<file path="src/rtl/bird_drop.sv">
// Bird-drop sprite controller: launches a bird from the plane, integrates
// ballistic motion once per video frame and holds the landed bird on screen.
module bird_drop #(
  parameter int NUM_BIRDS     = 5,
  parameter int GRAVITY       = 8,
  parameter int MAX_Y_SPEED   = 512,
  parameter int Y_OFFSET      = 64,
  parameter int GROUND_Y      = 440,
  parameter int X_LIMIT       = 607,
  parameter int LANDED_FRAMES = 15
) (
  input  logic               clk,
  input  logic               resetN,
  input  logic               startOfFrame,
  input  logic               dropKey,
  input  logic               reload,
  input  logic        [10:0] planeSpeed,
  input  logic signed [10:0] planeX,
  input  logic signed [10:0] planeY,
  input  logic               collision,
  output logic signed [10:0] topLeftX,
  output logic signed [10:0] topLeftY,
  output logic               birdVisible,
  output logic               landed,
  output logic        [2:0]  dropsLeft
);

  // state     | meaning
  // IDLE_ST   | bird hidden, position tracks the plane, waits for a drop edge
  // FLY_ST    | bird falling, latches collisions until the next frame pulse
  // SOF_ST    | one-cycle frame update: landing decision or motion step
  // LANDED_ST | bird frozen on screen for LANDED_FRAMES frames
  typedef enum logic [1:0] {IDLE_ST, FLY_ST, SOF_ST, LANDED_ST} state_t;

  localparam logic signed [31:0] GROUND_FP   = 32'(GROUND_Y * 64);
  localparam logic signed [31:0] X_LIMIT_FP  = 32'(X_LIMIT * 64);
  localparam logic signed [31:0] MAX_VY      = 32'(MAX_Y_SPEED);
  localparam logic signed [31:0] GRAVITY_FP  = 32'(GRAVITY);
  localparam logic signed [31:0] Y_OFFSET_PX = 32'(Y_OFFSET);
  localparam logic        [7:0]  LAST_FRAME  = 8'(LANDED_FRAMES - 1);
  localparam logic        [2:0]  FULL_LOAD   = 3'(NUM_BIRDS);

  state_t             state;
  logic signed [31:0] x_pos, y_pos, x_speed, y_speed;
  logic               hit_flag;
  logic               drop_key_d;
  logic        [7:0]  frame_cnt;
  logic        [2:0]  drops_left;
  logic               landed_r;

  logic               drop_edge;
  logic signed [31:0] plane_x_ext, plane_y_ext;
  logic signed [31:0] plane_x_fp, plane_y_fp;
  logic signed [31:0] x_next, y_next, y_speed_inc;

  assign drop_edge   = dropKey & ~drop_key_d;
  assign plane_x_ext = {{21{planeX[10]}}, planeX};
  assign plane_y_ext = {{21{planeY[10]}}, planeY};
  assign plane_x_fp  = plane_x_ext <<< 6;
  assign plane_y_fp  = (plane_y_ext + Y_OFFSET_PX) <<< 6;
  assign x_next      = x_pos + x_speed;
  assign y_next      = y_pos + y_speed;
  assign y_speed_inc = y_speed + GRAVITY_FP;

  always_ff @(posedge clk) begin
    if (!resetN) begin
      state      <= IDLE_ST;
      x_pos      <= '0;
      y_pos      <= '0;
      x_speed    <= '0;
      y_speed    <= '0;
      hit_flag   <= 1'b0;
      drop_key_d <= 1'b0;
      frame_cnt  <= '0;
      drops_left <= FULL_LOAD;
      landed_r   <= 1'b0;
    end else begin
      drop_key_d <= dropKey;
      landed_r   <= 1'b0;
      case (state)
        IDLE_ST: begin
          x_pos <= plane_x_fp;
          y_pos <= plane_y_fp;
          // reload wins over a simultaneous drop edge
          if (reload) begin
            drops_left <= FULL_LOAD;
          end else if (drop_edge && drops_left != 3'd0) begin
            x_speed    <= {21'b0, planeSpeed};
            y_speed    <= '0;
            drops_left <= drops_left - 3'd1;
            state      <= FLY_ST;
          end
        end
        FLY_ST: begin
          if (collision) hit_flag <= 1'b1;
          if (startOfFrame) state <= SOF_ST;
        end
        SOF_ST: begin
          hit_flag <= 1'b0;
          if (hit_flag || collision) begin
            landed_r <= 1'b1;
            state    <= LANDED_ST;
          end else if (y_next >= GROUND_FP) begin
            y_pos    <= GROUND_FP;
            landed_r <= 1'b1;
            state    <= LANDED_ST;
          end else if (x_next > X_LIMIT_FP) begin
            landed_r <= 1'b1;
            state    <= LANDED_ST;
          end else begin
            x_pos   <= x_next;
            y_pos   <= y_next;
            y_speed <= (y_speed_inc > MAX_VY) ? MAX_VY : y_speed_inc;
            state   <= FLY_ST;
          end
        end
        LANDED_ST: begin
          if (startOfFrame) begin
            if (frame_cnt == LAST_FRAME) begin
              frame_cnt <= '0;
              state     <= IDLE_ST;
            end else begin
              frame_cnt <= frame_cnt + 8'd1;
            end
          end
        end
        default: state <= IDLE_ST;
      endcase
    end
  end

  // Bits [16:6] are the arithmetic >>>6 result truncated to 11 bits.
  assign topLeftX    = x_pos[16:6];
  assign topLeftY    = y_pos[16:6];
  assign birdVisible = (state != IDLE_ST);
  assign landed      = landed_r;
  assign dropsLeft   = drops_left;

endmodule

</file>
<file path="config.mk">
export PLATFORM = sky130hd
export DESIGN_NAME = bird_drop
export DESIGN_NICKNAME = d
export VERILOG_FILES = /design/src/rtl/bird_drop.sv
export SDC_FILE = /design/constraint.sdc
export NUM_CORES = 1
export LEC_CHECK = 0
export ABC_AREA = 0
export CORE_ASPECT_RATIO = 0.8
export CORE_UTILIZATION = 51
export CTS_BUF_LIST = sky130_fd_sc_hd__clkbuf_16
export CTS_CLUSTER_SIZE = 10
export DETAILED_ROUTE_END_ITERATION = 8
export GPL_TIMING_DRIVEN = 1
export HOLD_SLACK_MARGIN = 0.12
export PLACE_DENSITY = 0.71
export SLEW_MARGIN = 20
export SYNTH_ARGS = -nofsm -noshare
export SYNTH_HDL_FRONTEND = slang
export SYNTH_SLANG_ARGS = --single-unit
</file>
<file path="constraint.sdc">
create_clock -name clk -period 5.85 [get_ports clk]
set_input_delay 1.4625 -clock clk [delete_from_list [all_inputs] [get_ports clk]]
set_output_delay 1.4625 -clock clk [all_outputs]
set_load 0.005 [all_outputs]
</file>
==> impl_metrics.tcl <==
set metrics [dict create \
    fmax_ghz 0.205 \
    skew_ns 0.00864 \
    synthArstFlopShare_pct 0 \
    core_um2 16800 \
    p_leak_nw 3.83 \
    hold_viol 0 \
    cts_hold_buf 0 \
    dp_hpwl_um 18400 \
    fin_cells 1424 \
    seq_area_um2 2340 \
    grt_start_max_net_pins 65 \
    cp-end-kind "register" \
    status "finished, final reports clean" \
    via_per_inst 6.40 \
    synth-edff-count 0 \
    worstPathCellList "ha_1 -> a221oi_1 -> o211ai_1 -> a211oi_1 -> o31ai_1 -> nor4bb_1 -> a211o_1 -> nand4_1 -> o21ai_1 -> buf_4 -> nand3_1 -> o21ai_2 -> a311oi_1" \
    yosys.area.top_type "dfxtp_1" \
    path_max_fanout 11 \
    cts_setup_buffers 0 \
    multi_input_area_um2 6000 \
    p_per_area_nw_per_um2 248 \
    track_usage_pct 29.5 \
    rsz0062_at_grt "false" \
    arrival_ns 5.15 \
    fin_crit_sh_pct 83.4 \
    syn_area_per_cell_um2 7.46 \
    cts-root-buf "clkbuf_16" \
    vdd_drop_max_uv 174 \
    syn_area_um2 8920 \
    synth_area_leaders "dfxtp_1 26%, nand2_1 6.6%, ha_1 6.3%" \
    fill_cells 1590 \
    grt_pass1_wl_um 41800 \
    final_common_cell "nand2_1" \
    overflow 0 \
    slew_viol_final 0 \
    hold_ws_ns 0.461 \
    num_vias 9117 \
    initial_core_util_pct 53.1 \
    drt_wl_total_um 26200 \
    yosysTopAreaCellShare_pct 26.2 \
    clock_path_buffers 2 \
    clkSinkCount 117 \
    dieHeight_um 120 \
    layout.nets 1276 \
    drt_first_pass_iters 5 \
    reg2reg_from "y_speed[8]" \
    area_delta_synth_final_pct 12.9 \
    die-area_um2 18000 \
    rows 42 \
    slew_headroom_pct 35.2 \
    clock_latency_ns 0.43 \
    ant_nets 0 \
    cts_tree "done" \
    synth_warnings 0 \
    ys_seq_area_share_pct 26.2 \
    final_util_pct 59.9 \
    grt_pass1_vias 7895 \
    drt_iter0_markers 1112 \
    clkTransAtPathRegs_ns 0.06 \
    period_minus_slack_ns 4.88 \
    maxCapViolations 0 \
    numCtsBuffers 17 \
    worst_pin_slew_ns 0.964 \
    worst_hold_path_type "register to register" \
    ys_seq_elements 117 \
    min_from "x_pos[4]" \
    placedCellCount 1392 \
    layout_setup_ws_ns 0.971 \
    cts.repair.resized 0 \
    htree_num_levels 4 \
    tns_ns 0 \
    antenna_cells 0 \
    antenna_found_initial 0 \
    synth_nets 1281 \
    gp_congestion 0.965 \
    port_buffers 65 \
    synth_ff_type "dfxtp_1" \
    drive_gt1_share_pct 5.15 \
    post-place-ws_ns 1.16 \
    die_w_um 150 \
    cp-startpoint "y_speed[8]" \
    post-route-drc-count 0 \
    ys_types 78 \
    synth_cells 1196 \
    finalSetupViolCount 0 \
    critical_path_class "register to register" \
    cp.required_ns 6.12 \
    slowest_stage "a211oi_1" \
    avgRoutedWirePerCell_um 18.4 \
    final_cell_mix "158 x nand2_1, 117 x dfxtp_1, 93 x nor2_1, 82 x o21ai_0, 71 x a21oi_1" \
    slowest_delay_ns 0.70 \
    worst_setup_path_start_kind "register" \
    ios 66 \
]
==> worst paths after layout <==
| path | slack [ns] | end | cells after the start |
|---|---|---|---|
| max | 0.97 | x_pos[7] | 13 |
| min reg2reg | 0.46 | x_pos[4] | 2 |
| max reg2reg | 0.97 | x_pos[7] | 13 |
| min | 0.46 | x_pos[4] | 2 |
==> metal layers <==
layer,part of all wire (%),global-route usage [%]
met4,1.5,8.78
met5,0,0
met3,8.7,5.51
met1,50,45.2
met2,40,40.9
==> cells by family after synthesis <==
group                      Yosys count  share of synthesized area (%)
AOI/OAI and AO/OA                  356                           27.4
xor gates and xnor gates            71                           6.97
adders and majority gates           46                           6.53
buffers and inverters              135                           6.79
DFF                                117                           26.2
muxes                               13                           1.46
and+or+nand+nor                    458                           24.6
==> metrics by stage <==
step                      total power [W]  instance area [um2]
after CTS                         0.00250                10100
after floorplan                   0.00129                 8920
final                             0.00250                10100
after global routing              0.00260                10100
after detailed placement          0.00145                 9490
after global placement            0.00144                 9490
==> sequential cells by signal, summed over array words and instances (netlist names), 2 cells and up <==
| signal | count |
|---|---|
| x_speed | 11 |
| frame_cnt | 8 |
| y_pos | 29 |
| state | 2 |
| x_pos | 32 |
| dropsLeft | 3 |
| y_speed | 29 |
==> Yosys cell counts (4+ instances only) <==
master / number
a2111oi_0: 4
a211o_1: 7
a211oi_1: 12
a21o_1: 6
a21oi_1: 71
a311oi_1: 21
a31oi_1: 11
a41oi_1: 5
and2_1: 7
and3_1: 28
and4_1: 13
buf_1: 4
buf_2: 10
buf_4: 23
clkbuf_1: 68
dfxtp_1: 117
ha_1: 45
inv_1: 29
mux2i_1: 13
nand2_1: 158
nand2b_1: 11
nand3_1: 37
nand4_1: 31
nor2_1: 94
nor2b_1: 4
nor3_1: 40
nor4_1: 11
o2111ai_1: 5
o211a_1: 6
o211ai_1: 23
o21a_1: 4
o21ai_0: 82
o21bai_1: 5
o31a_1: 4
o31ai_1: 34
o41ai_1: 10
or3_1: 4
or4_1: 5
xnor2_1: 37
xor2_1: 34
==> report_power, final <==
part	switching, W	internal (W)	total, W
sequential	0.0000732	0.000853	0.000926
clock	0.000425	0.000629	0.00105
combinational	0.000295	0.000222	0.000517
==> critical path: cells and delay by family (launching register included) <==
family | cells | cell delay (ns)
AO/OA/AOI/OAI | 8 | 2.79
adder cells (fa/ha/maj) | 1 | 0.36
AND/OR/NAND/NOR | 3 | 0.85
flip-flops | 1 | 0.48
buffers and inverters | 1 | 0.23
==> cell type report <==
class	count	share of cell area, %
Clock inverter	15	1.54
Clock buffer	17	4.22
Inverter	30	1.12
Sequential cell	117	23.3
Timing Repair Buffer	81	7.60
Tap cell	220	2.73
Multi-Input combinational cell	944	59.5
Power figures use the tool's default switching activity.
